==> config.mk <==
export PLATFORM = sky130hd
export DESIGN_NAME = border_alert_ctrl
export DESIGN_NICKNAME = d
export VERILOG_FILES = /design/src/rtl/border_alert_ctrl.sv
export SDC_FILE = /design/constraint.sdc
export NUM_CORES = 1
export LEC_CHECK = 0
export BUFFER_PORTS_ARGS = -buffer_cell sky130_fd_sc_hd__buf_2
export CELL_PAD_IN_SITES_DETAIL_PLACEMENT = 1
export CELL_PAD_IN_SITES_GLOBAL_PLACEMENT = 1
export CORE_MARGIN = 3
export CORE_UTILIZATION = 42
export CTS_BUF_LIST = sky130_fd_sc_hd__clkbuf_16
export DETAILED_ROUTE_END_ITERATION = 6
export PLACE_DENSITY = 0.82
export SLEW_MARGIN = 5
export SYNTH_ARGS = -nofsm -noshare
export SYNTH_HDL_FRONTEND = slang
export SYNTH_SLANG_ARGS = --single-unit
==> constraint.sdc <==
create_clock -name clk25 -period 3.35 [get_ports clk25]
set_input_delay 0.67 -clock clk25 [delete_from_list [all_inputs] [get_ports clk25]]
set_output_delay 0.67 -clock clk25 [all_outputs]
set_load 0.01 [all_outputs]
==> src/rtl/border_alert_ctrl.sv <==
// border_alert_ctrl: timed blink sequencer that composites a flashing red band
// just inside the black outer frame of a 96x64 RGB565 OLED raster.
module border_alert_ctrl #(
    parameter int BLINK_TICKS = 6250000,
    parameter int BLINKS      = 3,
    parameter int BORDER_W    = 3
) (
    input  logic        clk25,
    input  logic        rst,
    input  logic        trigger,
    input  logic [12:0] pixel_index,
    input  logic [15:0] bg_color,
    output logic [15:0] color,
    output logic        busy,
    output logic        blink_on
);
    localparam int TW = $clog2(BLINK_TICKS);
    localparam int BW = $clog2(BLINKS + 1);

    typedef enum logic [1:0] {IDLE, ON, OFF} state_t;

    state_t        state, state_n;
    logic [TW-1:0] tick, tick_n;
    logic [BW-1:0] blink, blink_n;
    logic          last, final_pair;
    int            x, y;
    logic          frame, band;
    logic [15:0]   color_n;

    always_ff @(posedge clk25 or posedge rst)
        if (rst) begin
            state <= IDLE;
            tick  <= '0;
            blink <= '0;
            color <= '0;
        end else begin
            state <= state_n;
            tick  <= tick_n;
            blink <= blink_n;
            color <= color_n;
        end

    assign last       = tick == TW'(BLINK_TICKS - 1);
    assign final_pair = blink == BW'(BLINKS - 1);

    // A trigger always wins, including over the last OFF expiry.
    always_comb begin
        state_n = state;
        tick_n  = tick;
        blink_n = blink;
        if (trigger) begin
            state_n = ON;
            tick_n  = '0;
            blink_n = '0;
        end else if (state != IDLE) begin
            tick_n = last ? '0 : tick + TW'(1);
            if (last && state == ON)
                state_n = OFF;
            else if (last) begin
                state_n = final_pair ? IDLE : ON;
                blink_n = final_pair ? '0 : blink + BW'(1);
            end
        end
    end

    assign busy     = state != IDLE;
    assign blink_on = state == ON;

    assign x     = int'(pixel_index) % 96;
    assign y     = int'(pixel_index) / 96;
    assign frame = x < 4 || x > 91 || y < 4 || y > 59;
    assign band  = x < 4 + BORDER_W || x > 91 - BORDER_W || y < 4 + BORDER_W || y > 59 - BORDER_W;

    assign color_n = (pixel_index >= 13'd6144 || frame) ? 16'h0000 :
                     (band && blink_on) ? 16'hF800 : bg_color;
endmodule

-- Yosys cells after proc, flatten, opt, wreduce, memory -nomap -nowiden
Index checks and enable logic that the tools add are counted.
- bits in registers: 43
- bits of input ports: 32
- output and inout bits: 18
- add/subtract/negate cells: 2
- divide/modulo/power cells: 2
- magnitude comparators: 9
- equal/unequal tests: 4
- muxes and demuxes: 15
- reductions and logical operators: 15
- operator list (kind ; count):
    $lt 32x4->1 const B ; 4
    $mux 23 ; 3
    $gt 32x7->1 const B ; 2
    $gt 32x8->1 const B ; 2
    $div 14x8->32 const B ; 1
    $mod 14x8->32 const B ; 1
    $mux 16 ; 2
    $add 23x1->23 const B ; 1
    $eq 23x23->1 const B ; 1
    $mux 2 ; 9
    $ge 13x13->1 const B ; 1
    $logic_or 1x1->1 ; 7
    $reduce_bool 2->1 ; 3
    $reduce_and 3->1 ; 1
    $reduce_bool 3->1 ; 1
    $add 2x1->2 const B ; 1
    $eq 2x1->1 const B ; 1
    $eq 2x2->1 const B ; 1
    $logic_and 1x1->1 ; 2
    $ne 2x2->1 const B ; 1
    $reduce_and 2->1 ; 1
    $mux 1 ; 1

-- Depth between registers and ports, before layout
Gate-level depths: netlist of run 1.
- depth after elaboration: 8
- gate-level depth with buffers: 16

-- Worst setup path after synthesis of run 1
Ideal clock, no wire load.
- path type: input-to-reg
- start point: in pixel_index[11]
- end point: reg color[10]
- setup time: 0.126 ns
- arrival: 3.701 ns
- slack: -0.476 ns
- stages: 16
- path buffers: 6
- path through: buf_4 buf_6 buf_2 clkbuf_1 ha_1 and4bb_1 o221ai_1 and2_1 buf_4 a211o_1 a21o_1 a211oi_2 a21oi_2 nor4_4 buf_6 o41ai_2
- word-level cells in the longest chain between the ends: 8
- elaborated cells on any way between the ends: 21
- classes of those cells: 2 x div; 9 x order compare; 2 x mux; 8 x reduce/logical
- RTL lines (item ; line ; source):
    start: declaration ; 11 ; input logic [12:0] pixel_index,
    $mod 14x8->32 ; 69 ; assign x = int'(pixel_index) % 96;
    $lt 32x4->1 / $gt 32x8->1 (equally long branches) ; 72 ; assign band = x < 4 + BORDER_W || x > 91 - BORDER_W || y < 4 + BORDER_W || y > 59 - BORDER_W;
    $logic_or 1x1->1 (3 in a row) ; 72 ;
    $logic_and 1x1->1 ; 75 ; (band && blink_on) ? 16'hF800 : bg_color;
    $mux 16 ; 75 ;
    $mux 16 * ; 74 ; assign color_n = (pixel_index >= 13'd6144 || frame) ? 16'h0000 :
    named net color_n[10] ; 28 ; logic [15:0] color_n;
    end signal: assignment ; 40 ; color <= color_n;
    end: declaration ; 13 ; output logic [15:0] color,
Mark *: on every way through the listed nets, which the timed path passes. The rest lies on a longest branch.
A chain may end at the register's enable or synchronous reset.

-- Final worst setup path of run 1
- start point: in pixel_index[11]
- end point: reg color[11]
Same word-level chain as after synthesis.

==> metrics.md, run 1 <==
| Metric | Value |
|---|---|
| Area post-placement | 3840 µm² |
| Synth Area in Compound Gates | 22.8% |
| Diodes inserted | 0 |
| Synth warn | 0 |
| Pin count of the biggest net entering global routing | 24 |
| Max Clk Rate | 308 MHz |
| Post-synthesis simple-gate area fraction | 31.2% |
| Hold Slack | 0.529 ns |
| Share of the synthesized area in the top cell type | 32.2% |
| Total Routing Usage GR | 21.8% |
| Crit path launch type | input port |
| Layout area overhead | 20.7% |
| Post-Syn Area | 3340 µm² |
| Relative slew slack | 46.6% |
| # rows | 31 |
| Crit path DAT | 3.41 ns |
| Total Wirelength | 9730 µm |
| Post-synthesis xor/xnor area fraction | 5.77% |
| Core area | 7490 µm² |
| Worst-path maximum fanout | 16 |
| Sequential element share of the synthesized area | 32.2% |
| Final Core Density | 53.8% |
| Finished Cell Area | 4030 µm² |
| Die X | 95.1 µm |
| PD cells | 386 nW/µm² |
| Number of port buffers | 49 |
| Mux contribution to synthesized area | 1.20% |
| First drt pass iteration count | 4 |
| First-pass GRT wire length | 15900 µm |
| Fin. Hold Viols | 0 |
| Synth async-reset ratio | 100% |
| CP max stage cell | a21oi_2 |
| GP Congestion | 0.904 |
| Layout cells sized above 1 | 30.0% |
| Routed len/inst | 18.0 µm |
| H-Tree Depth | 2 |
| Die Span Y | 95.1 µm |
| Most common cell after layout, fill and taps aside | buf_2 |
| Worst EP required | 3.52 ns |
| #FFs+latches synth | 43 |
| TritonCTS Buffers | 5 |
| Slowest stage delay, CP | 0.36 ns |
| Largest family of logic cells by synthesized area | simple AND/OR/NAND/NOR gates |
| Post-DP HPWL | 7180 µm |
| Worst Setup Path Type | in2reg |
| Endpoint class of the critical path | register |
| Starting Density | 44.6% |
| Clock tree root buffer cell | clkbuf_16 |
| Clock skew | 0.00520 ns |
| Power, Total | 1.56 mW |
| Area of the die | 9050 µm² |
| Dominant synthesized flop cell | dfrtp_1 |
| Most frequent cells in the layout | 49 x buf_2, 45 x nor2_1, 43 x dfrtp_1, 32 x nand2_1, 32 x buf_4 |
| Status | finished, final reports clean |
| CTS sink cnt | 43 |
| Slew @ Worst Pin | 0.800 ns |
| Setup Viol. Count Final | 0 |
| Latest clock arrival within the worst-skew pair | 0.29 ns |
| Syn Nets | 407 |
| Hold Crit Class | in2async |
| Routed Antenna Nets | 0 |
| Slew Viols, Final | 0 |
| Residual DRC | 0 |
| Fin nets | 473 |
| Total I/O pin count | 50 |
| Max cap viols | 0 |
| Via count | 3169 |
| Setup tns final | 0 ns |
| Top post-synthesis cells by area | dfrtp_1 32%, nor2_1 5.1%, o41ai_2 4.9% |
| Vias in the first global route | 3314 |
| Mapped Avg Cell Area | 8.95 µm² |
| Max Root-Sink Buffers | 2 |
| Antenna violations before repair | 0 |
| Global route overflow | 0 |
| Synth Area in Adders | 0.750% |
| Clk slew on worst S/H paths | 0.06 ns |
| TritonCTS clock tree | done |
| Post-synth EDFFs | 0 |
| Max VDD drop | 0.223 mV |
| Yosys cell types | 74 |
| Min Tclk post-route | 3.25 ns |
| DR iter-0 viols | 96 |
| Final period util | 96.9% |
| CP cell instances | buf_2 -> ha_4 -> nand4bb_1 -> a21oi_2 -> nor3_2 -> buf_4 -> a21bo_2 -> nand2_1 -> o32ai_2 -> o32ai_1 -> o211ai_2 -> buf_12 -> o311a_1 |
| Most area-hungry cell type in the Yosys netlist | dfrtp_1 |
| Post-Synthesis Cells | 373 |
| Vias/cell | 5.88 |
| Leak | 1.82 nW |
-- per-stage QoR --
stage,setup WS [ns],cells
finish,0.104,539
global route,-0.0361,539
global placement,-0.0720,531
CTS,0.0918,539
detailed placement,-0.201,531
floorplan,-0.360,373
-- Yosys cell counts, types with 3 or more instances --
master     n
nor2b_1    4
a211oi_2   3
nand4_1    6
nand3_1   26
a211o_1    3
dfrtp_1   43
o41ai_2   10
nand2_1   32
mux2i_1    4
a21oi_2    3
nor4_1     4
o221ai_1   3
nor3_1     8
clkbuf_1  10
inv_1     10
o311a_1    6
nand2b_1   9
a21o_1     3
buf_6      8
xor2_1    16
nor2_1    45
nor4bb_1   3
or3_1      4
a21oi_1   13
nor3b_1    3
a21bo_2    3
and3_1    18
and2_1     6
o21ai_0    5
or2_2      3
xnor2_1    6
-- power breakdown --
group	switching, mW	internal, mW	total, mW
clock network	0.206	0.348	0.554
registers	0.0163	0.554	0.570
logic	0.248	0.185	0.432
-- cells by family (layout without fill, tap and decap cells) --
logic type / count (synthesis) / after routing
mux: 4 / 4
buf+inv: 34 / 101
compound gates: 80 / 80
simple gates: 188 / 188
xor+xnor: 22 / 22
flops: 43 / 43
fa+ha+maj: 2 / 2
-- final timing paths --
path	to	cells after the start	startpoint	slack [ns]
setup / recovery	color[11]	13	pixel_index[11]	0.10
hold / removal	state[0]	2	rst	0.53
setup reg to reg	tick[22]	9	tick[0]	1.12
max in group asynchronous	tick[12]	3	rst	2.13
min in group clk25	tick[18]	2	tick[18]	0.54
hold reg to reg	tick[18]	2	tick[18]	0.54
-- repair_timing --
action                                  4_1_cts  5_1_grt
setup buffers                                 0        0
hold buffers                                  0        0
resized for setup                             0        7
endpoints found under the setup margin        0       16
-- flip-flops by register name, indices dropped and copies added (netlist names) --
register and count:
color 16, tick 23, state 2, blink 2
-- worst max-delay path, delay by kind of cell --
kind,cells,cell delay (ns)
AOI/OAI and AO/OA,6,1.46
adders and majority gates,1,0.26
buffers and inverters,3,0.49
and+or+nand+nor,3,0.51
-- metal layers --
layer  GRT usage (%)  wire, µm  part of all wire [%]
met1            28.5      4510                    46
met4            5.53       108                   1.1
met3            3.24       346                   3.6
met5               0         0                     0
met2            37.7      4760                    49
-- area by class of cell --
type / count / area, µm²
clock buffer: 5 / 125
sequential: 43 / 1080
timing repair buffer: 83 / 526
tap: 99 / 124
fill: 874 / 3460
clock inverter: 3 / 38.8
multi-input combinational: 296 / 2100
inverter: 10 / 37.5
No activity file was read; power rests on OpenSTA's default activity.
==> run 2: changes to the inputs <==
--- a/config.mk
+++ b/config.mk
@@ -9,7 +9,7 @@
 export CELL_PAD_IN_SITES_DETAIL_PLACEMENT = 1
 export CELL_PAD_IN_SITES_GLOBAL_PLACEMENT = 1
 export CORE_MARGIN = 3
-export CORE_UTILIZATION = 42
+export CORE_UTILIZATION = 40
 export CTS_BUF_LIST = sky130_fd_sc_hd__clkbuf_16
 export DETAILED_ROUTE_END_ITERATION = 6
 export PLACE_DENSITY = 0.82
==> constraint.sdc (replaced) <==
create_clock -name clk25 -period 2.75 [get_ports clk25]
set_input_delay 0.55 -clock clk25 [delete_from_list [all_inputs] [get_ports clk25]]
set_output_delay 0.55 -clock clk25 [all_outputs]
set_load 0.01 [all_outputs]
==> run 2 against run 1 <==
The flow now finishes with violations (negative setup slack). Worst hold slack worse by 0.12 ns. Clock skew grew 0.0034 ns. Sequential share of layout area shrank 2.9 points. Combinational power rose by 67%. Sequential power is 23% higher. Routed wire length rose by 36%. Die area increased by 4.7%. Register-to-register slack got worse by 0.61 ns. Non-clock buffer count increased by 19. Setup slack lost 0.67 ns. Cell count grew 4.1%. Critical endpoint is now color[13].
==> metrics.md, run 2 (synthesized netlist as in run 1, its figures left out) <==
| Metric | Value |
|---|---|
| Via count | 3544 (+12%) |
| Worst EP required | 2.97 ns (-0.55 ns) |
| Post-DP HPWL | 7390 µm (+2.9%) |
| R2R Path Start | tick[0] |
| Total Routing Usage GR | 24.6% (+2.8 points) |
| Clock tree root buffer cell | clkbuf_16 |
| Most common cell after layout, fill and taps aside | buf_2 |
| H-Tree Depth | 2 (unchanged) |
| Total I/O pin count | 50 (unchanged) |
| Cts hold-fix bufs | 0 (unchanged) |
| Setup crit start | pixel_index[11] |
| Leak | 1.98 nW (+9.1%) |
| Endpoint class of the critical path | register |
| Fin nets | 492 (+4.0%) |
| Vias/cell | 6.32 (+7.4%) |
| Diodes inserted | 0 (unchanged) |
| Path depth of the worst reg2reg path | 9 (unchanged) |
| Power, Total | 2.12 mW (+36%) |
| DR iter-0 viols | 196 (+100%) |
| Met3 Wirelength | 639 µm (+85%) |
| Routed Antenna Nets | 0 (unchanged) |
| Max cap viols | 0 (unchanged) |
| Min Tclk post-route | 3.32 ns |
| Worst Setup Path Type | in2reg |
| Clock skew | 0.00860 ns (+0.00340 ns) |
| Setup ws final | -0.570 ns (-0.674 ns) |
| Antenna violations before repair | 0 (unchanged) |
| Vias in the first global route | 3577 (+7.9%) |
| Global route overflow | 0 (unchanged) |
| Crit path launch type | input port |
| Residual DRC | 0 (unchanged) |
| Crit path DAT | 3.54 ns (+0.13 ns) |
| Pin count of the biggest net entering global routing | 44 (+83%) |
| Slew Viols, Final | 0 (unchanged) |
| First drt pass iteration count | 5 (+1) |
| Number of port buffers | 49 (unchanged) |
| Top Registers | tick x23, color x16 |
| Max Root-Sink Buffers | 2 (unchanged) |
| Highest Signal Layer | met4 |
| Failing checks | negative setup slack |
| Most frequent cells in the layout | 47 x buf_2, 45 x nor2_1, 43 x dfrtp_1, 42 x buf_4, 31 x nand2_1 |
| GP Congestion | 0.871 (-3.7%) |
| Setup Viol. Count Final | 16 (+16) |
| # rows | 32 (+3.2%) |
| Number of flip-flops under the largest register name | 23 (unchanged) |
| Core area | 7930 µm² (+5.9%) |
| Dpl cells | 543 (+2.3%) |
| Die Span Y | 97.3 µm (+2.3%) |
| WL met1 | 5300 µm (+17%) |
| Fin. Hold Viols | 0 (unchanged) |
| Post-Place Setup Slack | -0.692 ns (-0.491 ns) |
| R2R Setup Slk | 0.51 ns (-0.61 ns) |
| Max VDD drop | 0.265 mV (+19%) |
| Starting Density | 42.1% (-2.5 points) |
| Total Wirelength | 13200 µm (+36%) |
| Status | finished with violations |
| RSZ-0062 raised after global routing | true |
| TritonCTS clock tree | done |
| PD cells | 468 nW/µm² (+21%) |
| Reg2Reg Capture Point | tick[20] |
| Max Clk Rate | 301 MHz |
| Die X | 97.3 µm (+2.3%) |
| Hold Crit Class | in2async |
| First-pass GRT wire length | 19000 µm (+20%) |
| Fin cells | 561 (+4.1%) |
| Relative slew slack | 58.6% (+12 points) |
| Clk slew on worst S/H paths | 0.07 ns (about the same) |
| Worst-path maximum fanout | 7 (-9) |
| CTS sink cnt | 43 (unchanged) |
| Area of the die | 9470 µm² (+4.7%) |
| Final Core Density | 57.1% (+3.3 points) |
| TritonCTS Buffers | 5 (unchanged) |
| Final period util | 121% |
| Latest clock arrival within the worst-skew pair | 0.30 ns (about the same) |
| Largest Register | tick |
| WL met2 | 6730 µm (+41%) |
| Layout cells sized above 1 | 39.0% (+9.0 points) |
| Routed len/inst | 23.6 µm (+31%) |
| Layout area overhead | 35.5% |
| Slew @ Worst Pin | 0.621 ns (-0.180 ns) |
==> run 2: worst max-delay path: stages <==
cell and delay, ns:
buf_8 0.11, ha_4 0.30, and4bb_2 0.26, o22ai_1 0.28, o221ai_4 0.20, a211o_4 0.39
a21o_4 0.25, a211oi_2 0.25, a21oi_2 0.09, nor4_4 0.28, bufbuf_16 0.34, o311a_1 0.21
==> run 2: final cells by class <==
cell class	count	area, µm²
timing repair buffer	102	782
inverter	10	37.5
tap	102	128
sequential	43	1080
fill	901	3400
multi-input combinational	296	2340
clock inverter	3	38.8
clock buffer	5	125
==> run 2: worst max path at each step <==
stage                           end  slack (ns)  depth (start not counted)
after detailed placement   color[0]       -0.69                         12
after CTS                 color[14]       -0.23                         13
after global placement    color[11]       -0.56                         12
after floorplan           color[10]       -0.84                         16
after global routing      color[13]       -0.64                         12
final                     color[13]       -0.57                         12
==> run 2: metrics by stage <==
step,hold WS (ns),cell area (µm²),setup TNS [ns]
after detailed placement,0.541,3940,-10.30
after global routing,0.457,4520,-8.67
after global placement,0.515,3940,-8.69
after floorplan,0.498,3370,-12.65
after CTS,0.438,4410,-3.10
final,0.414,4520,-7.32
==> run 2: power by group <==
part           total (mW)  internal [mW]  switching [mW]
logic               0.722          0.317           0.405
clock network       0.695          0.425           0.271
registers           0.699          0.675          0.0238
==> run 2: timing repair <==
item                       4_1_cts  5_1_grt
pin swaps                       21       12
setup buffers                    7        1
setup endpoints to repair       16       16
hold endpoints to repair         0        0
gates resized for setup         35       24
cloned                           2        1
==> run 2: routing by layer <==
layer	GRT usage, %	vias up
li1	-	1555
met1	30.3	1796
met2	42.8	140
met3	3.95	53
met4	10.0	0
met5	0	-
